File: src/rtl/kuznechik_arbiter_pkg.sv
// Shared definitions for the kuznechik cipher-core arbiter.
// Holds state encodings, block width and the default watchdog limit.
package kuznechik_defs;

  localparam int BLOCK_W     = 128;
  localparam int TIMEOUT_DEF = 1023;

  typedef enum logic [2:0] {
    ST_IDLE,
    ST_ISSUE,
    ST_WAIT,
    ST_CAPTURE,
    ST_DELIVER
  } state_e;

endpackage

File: src/rtl/kuznechik_rr_picker.sv
// Round-robin picker: first requester at or after ptr_i,
// wrapping to the lowest requester below ptr_i.
module kuznechik_rr_picker #(
  parameter int N_CLIENTS = 2,
  parameter int ID_W      = 3
) (
  input  logic [N_CLIENTS-1:0] req_i,
  input  logic [ID_W-1:0]      ptr_i,
  output logic                 any_o,
  output logic [ID_W-1:0]      idx_o
);

  logic            hi_any;
  logic [ID_W-1:0] hi_idx;
  logic [ID_W-1:0] lo_idx;

  // Descending scan so the lowest matching index is written last.
  always_comb begin
    hi_any = 1'b0;
    hi_idx = '0;
    lo_idx = '0;
    for (int i = N_CLIENTS - 1; i >= 0; i--) begin
      if (req_i[i]) begin
        lo_idx = ID_W'(i);
        if (ID_W'(i) >= ptr_i) begin
          hi_any = 1'b1;
          hi_idx = ID_W'(i);
        end
      end
    end
  end

  assign any_o = |req_i;
  assign idx_o = hi_any ? hi_idx : lo_idx;

endmodule

File: src/rtl/kuznechik_arbiter.sv
// Round-robin sharing of one kuznechik cipher core between clients,
// with result routing back to the requester and a busy->valid watchdog.
module kuznechik_arbiter
  import kuznechik_defs::*;
#(
  parameter int N_CLIENTS      = 2,
  parameter int ID_W           = 3,
  parameter int TIMEOUT_CYCLES = TIMEOUT_DEF
) (
  input  logic                           clk_i,
  input  logic                           resetn_i,
  input  logic [N_CLIENTS-1:0]           cl_req_i,
  input  logic [BLOCK_W*N_CLIENTS-1:0]   cl_data_i,
  output logic [N_CLIENTS-1:0]           cl_gnt_o,
  output logic [N_CLIENTS-1:0]           cl_valid_o,
  output logic [BLOCK_W-1:0]             cl_data_o,
  input  logic [N_CLIENTS-1:0]           cl_ack_i,
  output logic                           core_request_o,
  output logic [BLOCK_W-1:0]             core_data_o,
  output logic                           core_ack_o,
  input  logic                           core_busy_i,
  input  logic                           core_valid_i,
  input  logic [BLOCK_W-1:0]             core_data_i,
  output logic                           busy_o,
  output logic                           err_o,
  output logic [ID_W-1:0]                err_id_o
);

  localparam int WD_W = $clog2(TIMEOUT_CYCLES + 1);
  localparam logic [WD_W-1:0] WD_LAST = WD_W'(TIMEOUT_CYCLES - 1);

  state_e                 state_q, state_d;
  logic [ID_W-1:0]        cur_q, cur_d;
  logic [ID_W-1:0]        rr_q, rr_d;
  logic [N_CLIENTS-1:0]   gnt_q, gnt_d;
  logic [N_CLIENTS-1:0]   vld_q, vld_d;
  logic [BLOCK_W-1:0]     res_q, res_d;
  logic [BLOCK_W-1:0]     pt_q, pt_d;
  logic                   ack_q, ack_d;
  logic                   err_q, err_d;
  logic [ID_W-1:0]        eid_q, eid_d;
  logic [WD_W-1:0]        wd_q, wd_d;

  logic                   pick_any;
  logic [ID_W-1:0]        pick_id;
  logic [N_CLIENTS-1:0]   pick_oh;
  logic [N_CLIENTS-1:0]   cur_oh;
  logic [BLOCK_W-1:0]     pick_pt;
  logic [ID_W-1:0]        nxt_ptr;

  kuznechik_rr_picker #(
    .N_CLIENTS (N_CLIENTS),
    .ID_W      (ID_W)
  ) u_pick (
    .req_i (cl_req_i),
    .ptr_i (rr_q),
    .any_o (pick_any),
    .idx_o (pick_id)
  );

  always_comb begin
    pick_oh = '0;
    cur_oh  = '0;
    pick_pt = '0;
    for (int i = 0; i < N_CLIENTS; i++) begin
      pick_oh[i] = (pick_id == ID_W'(i));
      cur_oh[i]  = (cur_q == ID_W'(i));
      if (pick_id == ID_W'(i)) begin
        pick_pt = cl_data_i[i*BLOCK_W +: BLOCK_W];
      end
    end
  end

  assign nxt_ptr = (cur_q == ID_W'(N_CLIENTS - 1)) ?
                   '0 : cur_q + ID_W'(1);

  always_comb begin
    state_d = state_q;
    cur_d   = cur_q;
    rr_d    = rr_q;
    gnt_d   = '0;
    vld_d   = vld_q;
    res_d   = res_q;
    pt_d    = pt_q;
    ack_d   = 1'b0;
    err_d   = err_q;
    eid_d   = eid_q;
    wd_d    = wd_q;
    unique case (state_q)
      ST_IDLE: begin
        if (pick_any) begin
          cur_d   = pick_id;
          pt_d    = pick_pt;
          gnt_d   = pick_oh;
          state_d = ST_ISSUE;
        end
      end
      ST_ISSUE: begin
        if (core_valid_i) begin
          state_d = ST_CAPTURE;
        end else if (core_busy_i) begin
          wd_d    = '0;
          state_d = ST_WAIT;
        end
      end
      ST_WAIT: begin
        if (core_valid_i) begin
          state_d = ST_CAPTURE;
        end else if (wd_q == WD_LAST) begin
          err_d   = 1'b1;
          eid_d   = cur_q;
          ack_d   = 1'b1;
          rr_d    = nxt_ptr;
          state_d = ST_IDLE;
        end else begin
          wd_d = wd_q + WD_W'(1);
        end
      end
      ST_CAPTURE: begin
        res_d   = core_data_i;
        ack_d   = 1'b1;
        vld_d   = cur_oh;
        state_d = ST_DELIVER;
      end
      ST_DELIVER: begin
        if (|(cl_ack_i & cur_oh)) begin
          vld_d   = '0;
          rr_d    = nxt_ptr;
          state_d = ST_IDLE;
        end
      end
      default: state_d = ST_IDLE;
    endcase
  end

  always_ff @(posedge clk_i or negedge resetn_i) begin
    if (!resetn_i) begin
      state_q <= ST_IDLE;
      cur_q   <= '0;
      rr_q    <= '0;
      gnt_q   <= '0;
      vld_q   <= '0;
      res_q   <= '0;
      pt_q    <= '0;
      ack_q   <= 1'b0;
      err_q   <= 1'b0;
      eid_q   <= '0;
      wd_q    <= '0;
    end else begin
      state_q <= state_d;
      cur_q   <= cur_d;
      rr_q    <= rr_d;
      gnt_q   <= gnt_d;
      vld_q   <= vld_d;
      res_q   <= res_d;
      pt_q    <= pt_d;
      ack_q   <= ack_d;
      err_q   <= err_d;
      eid_q   <= eid_d;
      wd_q    <= wd_d;
    end
  end

  assign cl_gnt_o       = gnt_q;
  assign cl_valid_o     = vld_q;
  assign cl_data_o      = res_q;
  assign core_request_o = (state_q == ST_ISSUE);
  assign core_data_o    = pt_q;
  assign core_ack_o     = ack_q;
  assign busy_o         = (state_q != ST_IDLE);
  assign err_o          = err_q;
  assign err_id_o       = eid_q;

endmodule

File: config.mk
export PLATFORM = sky130hd
export DESIGN_NAME = kuznechik_arbiter
export DESIGN_NICKNAME = d
export VERILOG_FILES = /design/src/rtl/kuznechik_arbiter_pkg.sv /design/src/rtl/kuznechik_rr_picker.sv /design/src/rtl/kuznechik_arbiter.sv
export SDC_FILE = /design/constraint.sdc
export NUM_CORES = 1
export LEC_CHECK = 0
export ABC_AREA = 1
export CAP_MARGIN = 20
export CORE_AREA = 5 5 257 259
export DETAILED_ROUTE_END_ITERATION = 10
export DIE_AREA = 0 0 262 264
export GPL_TIMING_DRIVEN = 0
export PLACE_DENSITY = 0.48
export SLEW_MARGIN = 20
export SYNTH_ARGS = -nofsm -noshare
export SYNTH_HDL_FRONTEND = slang
export SYNTH_HIERARCHICAL = 1
export SYNTH_SLANG_ARGS = --single-unit
File: constraint.sdc
create_clock -name clk_i -period 1.9 [get_ports clk_i]
set_input_delay 0.57 -clock clk_i [delete_from_list [all_inputs] [get_ports clk_i]]
set_output_delay 0.57 -clock clk_i [all_outputs]
set_load 0.01 [all_outputs]
==> results of run 1 <==
[critical path: stages (launching register included)]
cell and delay (ns):
dfrtp_1 0.41, nor3_4 0.22, inv_2 0.07, buf_6 0.12
[worst paths after layout]
kind	start	end	slack [ns]	depth (start not counted)
setup / recovery	state_q[2]	busy_o	-0.03	3
hold / removal	cl_data_o[2]	cl_data_o[2]	0.46	2
setup reg to reg	rr_q[2]	core_data_o[20]	0.04	12
hold reg to reg	cl_data_o[2]	cl_data_o[2]	0.46	2
max in group asynchronous	resetn_i	cl_data_o[88]	0.18	4
min in group asynchronous	resetn_i	core_data_o[15]	0.55	2
[sequential cells by signal (all words and copies together), names as in the netlist]
register / flops
cl_data_o: 128
core_data_o: 128
wd_q: 10
cur_q: 3
err_id_o: 3
rr_q: 3
state_q: 3
cl_gnt_o: 2
cl_valid_o: 2
core_ack_o: 1
err_o: 1
[layer usage]
metal	vias up	part of all wire, %	routed length (µm)	GRT usage, %
li1	5687	-	-	-
met1	5697	39	21700	18.1
met2	404	50	28000	26.2
met3	96	7.7	4320	4.40
met4	2	3.2	1790	5.60
met5	-	0.021	12	0
[power breakdown]
part	switching, µW	internal (µW)	total (µW)
clock network	2790	4330	7120
logic	6650	5470	12100
registers	1620	8780	10400
total	11000	18600	29600
[kinds of logic after synthesis]
| logic type | after synthesis |
|---|---|
| and+or+nand+nor | 846 |
| DFF | 284 |
| other | 1 |
| buffers and inverters | 100 |
| xor gates and xnor gates | 7 |
| AOI/OAI and AO/OA | 96 |
| adders and majority gates | 2 |
[timing repair]
action / in CTS / in global routing
hold buffers: 1 / 0
cloned: 0 / 6
endpoints found under the setup margin: 399 / 241
pin swaps: 1 / 2
resized for setup: 310 / 131
endpoints found under the hold margin: 47 / 0
buffers inserted: 4 / 6
[cell usage in the layout (no fill, tap or decap), drive strengths merged]
cell type        n
dlygate4sd3      1
o211ai           1
nor3             3
clkdlybuf4s15    7
xor2             6
a21oi            1
clkbuf          86
a22oi           75
or2              1
nand3           73
conb             2
buf             74
nand3b           2
ha               2
o31ai            1
clkdlybuf4s50  390
inv             29
o21bai           1
dlygate4sd2    257
nor2            14
nand2          750
dfrtp          284
nand4            3
xnor2            1
o21ai           17
clkinv           2
diode            6
[area by class of cell]
| class | instances | area, µm² |
|---|---|---|
| fillers | 6685 | 42200 |
| flip-flops and latches | 284 | 7110 |
| repair buffers | 678 | 6610 |
| multi-input cells | 953 | 4630 |
| clock buffers | 64 | 1210 |
| well taps | 855 | 1070 |
| plain buffers | 73 | 634 |
| inverters | 27 | 104 |
| clock inverters | 4 | 27.5 |
| diodes | 6 | 15.0 |
[through the flow]
step / cell area [µm²] / std cells / total power (µW) / setup WS, ns
5_1_grt: 21400 / 2943 / 31700 / -0.136
4_1_cts: 20800 / 2926 / 30000 / -0.114
2_1_floorplan: 12000 / 1337 / 15800 / 0.312
3_5_place_dp: 19800 / 2853 / 24400 / -0.970
6_report: 21400 / 2944 / 29600 / -0.0334
3_3_place_gp: 19700 / 2850 / 24300 / -13.56
==> out/results.env, run 1 <==
CLOCK_TREE.ROOT_CELL='clkbuf_16'
TIMING.CRITICAL_PATH.FROM_TYPE='flip-flop'
DR.FIRST_ITER.DRC_COUNT=581
SYN-MEAN-INSTANCE-AREA_UM2=8.99
YOSYSUNIQUECELLTYPES=30
FLOORPLAN.INITIALDENSITY_PCT=18.9
SYNTH_ENABLE_FLOP_CELLS=0
FMAX_MHz=517
FIRST_GLOBAL_VIAS=12300
PORT_BUFFERS=658
SYNTHMUXAREASHARE_PCT=0
WORST-ENDPOINT-REQUIRED_NS=1.33
DIE-AREA_UM2=69200
SYNTH_COMPOUND_AREA_SHARE_PCT=7.74
YOSYSMOSTFREQUENTCELL='nand2_1'
LAYOUT.CORE_UTILIZATION_PCT=33.7
SYNTH_TOP_CELL_BY_AREA='dfrtp_1'
COUNT_OF_YOSYS_WARNINGS_DURING_SYNTHESIS=6
SYNTH_XOR_XNOR_AREA_SHARE_PCT=0.511
POST_SYNTH_MOST_FREQUENT_CELLS='nand2_1, dfrtp_1, nand3_1'
TIMING.HOLD.WS_NS=0.461
SLEW-LIMIT-HEADROOM_PCT=63.3
TOTAL_WIRELENGTH_UM=55900
LEAKAGE_uW=0.0109
CRITICAL_PATH_PEAK_FANOUT=2
DR_TOTAL_VIAS=11900
CRIT_PATH_SETUP_SLACK_LAYOUT_NS=-0.0334
DRIVE_ABOVE_1_SHARE_PCT=12.9
SYNTH_TOP_FAMILY_BY_AREA='simple AND/OR/NAND/NOR gates'
DIE_H_UM=264
SETUP_VIOL=2
GRT_UTIL_ALL_LAYERS_PCT=15.3
PIN_COUNT=659
HPWLAFTERDP_UM=43200
GRT_ANTENNA_BEFORE_REPAIR=8
SETUP.WORST_PATH.END_CLASS='output pin'
DRV_SLEW=0
FINAL_NETS=2449
SETUP_TOTAL_NEGATIVE_SLACK_NS=-0.0619
WIRE_PER_INST_UM=19.0
TRITONCTS='done'
YOSYS.AREA_SHARE.ADDER_PCT=0.208
ROUTED_VIAS_INST=4.04
RUN_STATUS='finished with violations'
FINAL.PERIOD_UTILIZATION_PCT=102
TIMING.CRITICAL_PATH.ARRIVAL_NS=1.36
VIOLATIONS_IN_THE_FINAL_REPORTS='negative setup slack'
GR-TOTAL-OVERFLOW=0
SYN_AREA_UM2=12000
DETAIL-ROUTE-ANTENNA-NETS=0
CTS.PATH.MAX_BUFFERS=3
CORE_AREA_UM2=63600
CLKLATENCYLATEPIN_NS=0.54
GP_CONGESTION=0.864
TIMING.HOLD.WORST.CLASS='flip-flop to flip-flop'
TRITONCTS.NUM_BUFFERS=38
TIMING.SETUP.CRITICAL_PATH_CLASS='flip-flop to output pin'
SYNTHSIMPLEGATEAREAFRAC_PCT=27.6
POWER-PER-CELL-AREA_nW_PER_UM2=1380
GRT_FIRST_PASS_WIRELENGTH_UM=80500
POST_DETAILED_ROUTE_DRC_MARKER_COUNT=0
PERIOD_MINUS_SLACK_NS=1.93
SYN_INST=1336
SYN_TO_FINAL_GROWTH_PCT=78.4
IR_WORST_VDD_mV=0.705
SYNTH.AREA.TOP_CELLS='dfrtp_1, nand2_1, a22oi_2'
CLK_SLEW_ON_WORST_S_H_PATHS_NS=0.06
TIMING.CLOCK.SKEW_NS=0.0202
RSZ_0062_RAISED_AFTER_GLOBAL_ROUTING='true'
ASYNC_FLOP_SHARE_PCT=100
YOSYS_MOST_USED_DFF='dfrtp_1'
GRT_START_MAX_NET_PINS=87
DIE_X_UM=262
POSTSYNTHREGISTERBITS=284
STD_CELL_ROWS=93
CLKSINKCOUNT=284
YOSYSSEQAREASHARE_PCT=59.2
DR.PASS1.ITERS=4
H-TREE-DEPTH=2
NUMBER_OF_FAILING_HOLD_ENDPOINTS_AT_THE_FINAL_STAGE=0
CAP_VIOLATIONS=0
ACTUAL_SLEW_AT_THE_WORST_MAX_SLEW_PIN_NS=0.551
YOSYS.AREA.TOP_TYPE_SHARE_PCT=59.2
(Power assumes the default switching activity.)
==> run 2: changes to the inputs <==
--- a/config.mk
+++ b/config.mk
@@ -7,11 +7,13 @@
 export LEC_CHECK = 0
 export ABC_AREA = 1
 export CAP_MARGIN = 20
-export CORE_AREA = 5 5 257 259
+export CELL_PAD_IN_SITES_DETAIL_PLACEMENT = 1
+export CELL_PAD_IN_SITES_GLOBAL_PLACEMENT = 1
+export CORE_AREA = 5 5 254 256
 export DETAILED_ROUTE_END_ITERATION = 10
-export DIE_AREA = 0 0 262 264
+export DIE_AREA = 0 0 259 261
 export GPL_TIMING_DRIVEN = 0
-export PLACE_DENSITY = 0.48
+export PLACE_DENSITY = 0.63
 export SLEW_MARGIN = 20
 export SYNTH_ARGS = -nofsm -noshare
 export SYNTH_HDL_FRONTEND = slang
==> run 2 against run 1 <==
  * The run still ends with negative setup slack left
  * Sequential power hardly changed
  * Routed wire length grew 4.2%
  * Combinational power is essentially flat
  * Cell area is 0.85% lower
  * Die area is 2.3% lower
  * Global-route usage grew 0.73 points
  * Sequential share of layout area grew 0.26 points
  * Maximum frequency is 2.3% lower
  * Critical path depth stayed put
  * Register-to-register slack improved by 0.04 ns
==> out/results.env, run 2 (synthesis gave the netlist of run 1 again) <==
RUN_STATUS='finished with violations'  # unchanged
VIOLATIONS_IN_THE_FINAL_REPORTS='negative setup slack'  # unchanged
SETUP_VIOL=2  # unchanged
RSZ_0062_RAISED_AFTER_GLOBAL_ROUTING='true'  # unchanged
DR.FIRST_ITER.DRC_COUNT=478  # was 581
DPL_CELL_AREA_UM2=19700  # was 19800 µm²
DIE-AREA_UM2=67600  # was 69200 µm²
TIMING.HOLD.WORST.CLASS='flip-flop to flip-flop'  # unchanged
SHARE_CLK_OF_TOTAL_POWER_PCT=23.0  # was 24.0%
CORE_AREA_UM2=62300  # was 63600 µm²
HPWLAFTERDP_UM=45100  # was 43200 µm
MULTI_INPUT_AREA_UM2=4510  # was 4630 µm²
POWER_FRAC_COMB_PCT=41.9  # was 40.9%
POWER-PER-CELL-AREA_nW_PER_UM2=1390  # was 1380 nW/µm²
GP_CONGESTION=0.815  # was 0.864
LAYOUT.CELLS.MOST_COMMON='nand2_1'  # unchanged
PERIOD_MINUS_SLACK_NS=1.98  # was 1.93 ns
SLEW-LIMIT-HEADROOM_PCT=53.6  # was 63.3%
TIMING.CLOCK.SKEW_NS=0.0154  # was 0.0202 ns
INTERNAL_REG_TO_REG_SETUP_SLACK_NS=0.08  # was 0.04 ns
WIRE_PER_INST_UM=19.9  # was 19.0 µm
CLKLATENCYLATEPIN_NS=0.54  # about the same
TIMING.CRITICAL_PATH.FROM_TYPE='flip-flop'  # unchanged
TIMING.HOLD.WS_NS=0.463  # was 0.461 ns
TRITONCTS='done'  # unchanged
POST-ROUTE-CELL-AREA_UM2=21200  # was 21400 µm²
CLOCK_TREE.ROOT_CELL='clkbuf_16'  # unchanged
GRT_FIRST_PASS_WIRELENGTH_UM=83200  # was 80500 µm
FINAL_NETS=2451  # was 2449
ACTUAL_SLEW_AT_THE_WORST_MAX_SLEW_PIN_NS=0.696  # was 0.551 ns
CTS.PATH.MAX_BUFFERS=3  # unchanged
CRIT_PATH_SETUP_SLACK_LAYOUT_NS=-0.0796  # was -0.0334 ns
OVERALL_POWER_OF_THE_COMPLETED_LAYOUT_uW=29400  # was 29600 µW
DRIVE_ABOVE_1_SHARE_PCT=11.8  # was 12.9%
P_SW_uW=11200  # was 11100 µW
DIE_H_UM=261  # was 264 µm
GR-TOTAL-OVERFLOW=0  # unchanged
CLK_SLEW_ON_WORST_S_H_PATHS_NS=0.06  # about the same
POWER.SEQUENTIAL.FRACTION_PCT=35.1  # about the same
CAP_VIOLATIONS=0  # unchanged
CLKSINKCOUNT=284  # unchanged
MOST-COMMON-LAYOUT-CELLS='nand2_1, clkdlybuf4s50_1, dfrtp_1'  # unchanged
TRITONCTS.NUM_BUFFERS=37  # was 38
DETAIL-ROUTE-ANTENNA-NETS=0  # unchanged
ROUTED_VIAS_INST=4.09  # was 4.04
FLOORPLAN.INITIALDENSITY_PCT=19.3  # was 18.9%
PIN_COUNT=659  # unchanged
DR.PASS1.ITERS=4  # unchanged
TIMING.SETUP.CRITICAL_PATH_CLASS='flip-flop to output pin'  # unchanged
NUMBER_OF_FAILING_HOLD_ENDPOINTS_AT_THE_FINAL_STAGE=0  # unchanged
FMAX_MHz=505  # was 517 MHz
PLACE_WORST_SETUP_SLACK_NS=-0.988  # was -0.970 ns
SETUP.WORST_PATH.END_CLASS='output pin'  # unchanged
CRITICAL_PATH_PEAK_FANOUT=3  # was 2
GRT_START_MAX_NET_PINS=87  # unchanged
DIE_X_UM=259  # was 262 µm
FINAL.FILL_COUNT=7267  # was 6685
TIMING.CRITICAL_PATH.ARRIVAL_NS=1.41  # was 1.36 ns
IR_WORST_VDD_mV=0.614  # was 0.705 mV
PORT_BUFFERS=658  # unchanged
DR_TOTAL_VIAS=12000  # was 11.9k
GRT_ANTENNA_BEFORE_REPAIR=5  # was 8
P_SW_SHARE_PCT=37.9  # was 37.3%
LEAKAGE_uW=0.0107  # was 0.0109 µW
H-TREE-DEPTH=2  # unchanged
FINAL.PERIOD_UTILIZATION_PCT=104  # was 102%
DRV_SLEW=0  # unchanged
POST_DETAILED_ROUTE_DRC_MARKER_COUNT=0  # unchanged
TOTAL_WIRELENGTH_UM=58200  # was 55900 µm
STD_CELL_ROWS=92  # was 93
FOOTPRINT_OF_THE_FLIP_FLOPS_AND_LATCHES_UM2=7110  # about the same
WORST-ENDPOINT-REQUIRED_NS=1.33  # about the same
GRT_UTIL_ALL_LAYERS_PCT=16.0  # was 15.3%
FIRST_GLOBAL_VIAS=13300  # was 12.3k
SETUP_TOTAL_NEGATIVE_SLACK_NS=-0.138  # was -0.0619 ns
SYN_TO_FINAL_GROWTH_PCT=76.9  # was 78.4%
POWER_REPORT.INTERNAL_TOTAL_uW=18300  # was 18600 µW
==> run 2: repair_timing <==
action	in CTS	in global routing
endpoints found under the hold margin	51	0
buffers inserted	4	7
setup endpoints to repair	425	209
hold buffers	1	0
pin swaps	2	6
resized for setup	318	90
cloned	0	8
==> run 2: layout make-up <==
| type | instances | area share, % |
|---|---|---|
| antenna | 4 | 0.0471 |
| clock inverter | 4 | 0.401 |
| inverter | 27 | 0.477 |
| multi-input combinational | 953 | 21.2 |
| clock buffer | 51 | 4.85 |
| buffer | 73 | 3.15 |
| timing repair buffer | 681 | 31.4 |
| sequential | 284 | 33.5 |
| tap | 846 | 4.98 |
==> run 2: power groups by stage <==
stage                     Combinational (µW)  Clock (µW)  Sequential (µW)
after global placement                 13800           0            10400
after detailed placement               14100           0            10500
after floorplan                         4210           0            11500
after CTS                              12500        7040            10300
after global routing                   13500        7280            10700
final                                  12300        6760            10300
==> run 2: path summary, 6_finish.rpt <==
check                               startpoint              end  depth (start not counted)
max in group asynchronous             resetn_i  core_data_o[41]                          4
worst max-delay path                state_q[0]           busy_o                          3
worst min-delay path            cl_data_o[108]   cl_data_o[108]                          2
min in group asynchronous             resetn_i    cl_data_o[23]                          2
worst max register to register         rr_q[2]  core_data_o[26]                         12
worst min register to register  cl_data_o[108]   cl_data_o[108]                          2
==> run 2: through the flow <==
stage / utilization [%] / instances
after floorplan: - / 1337
after global placement: 31.6 / 2841
after detailed placement: 31.7 / 2844
after CTS: 33.2 / 2904
after global routing: 34.1 / 2921
final: 34.1 / 2923
==> run 2: routing by layer <==
layer,wire length (µm),GRT usage [%]
met1,21600,17.2
met2,30400,29.6
met3,4940,5.86
met4,1240,4.16
met5,40,0
==> run 2: worst max-delay path: stages (launching register included) <==
cell and delay [ns]:
dfrtp_2 0.43, nor3_4 0.23, inv_2 0.09, buf_6 0.13
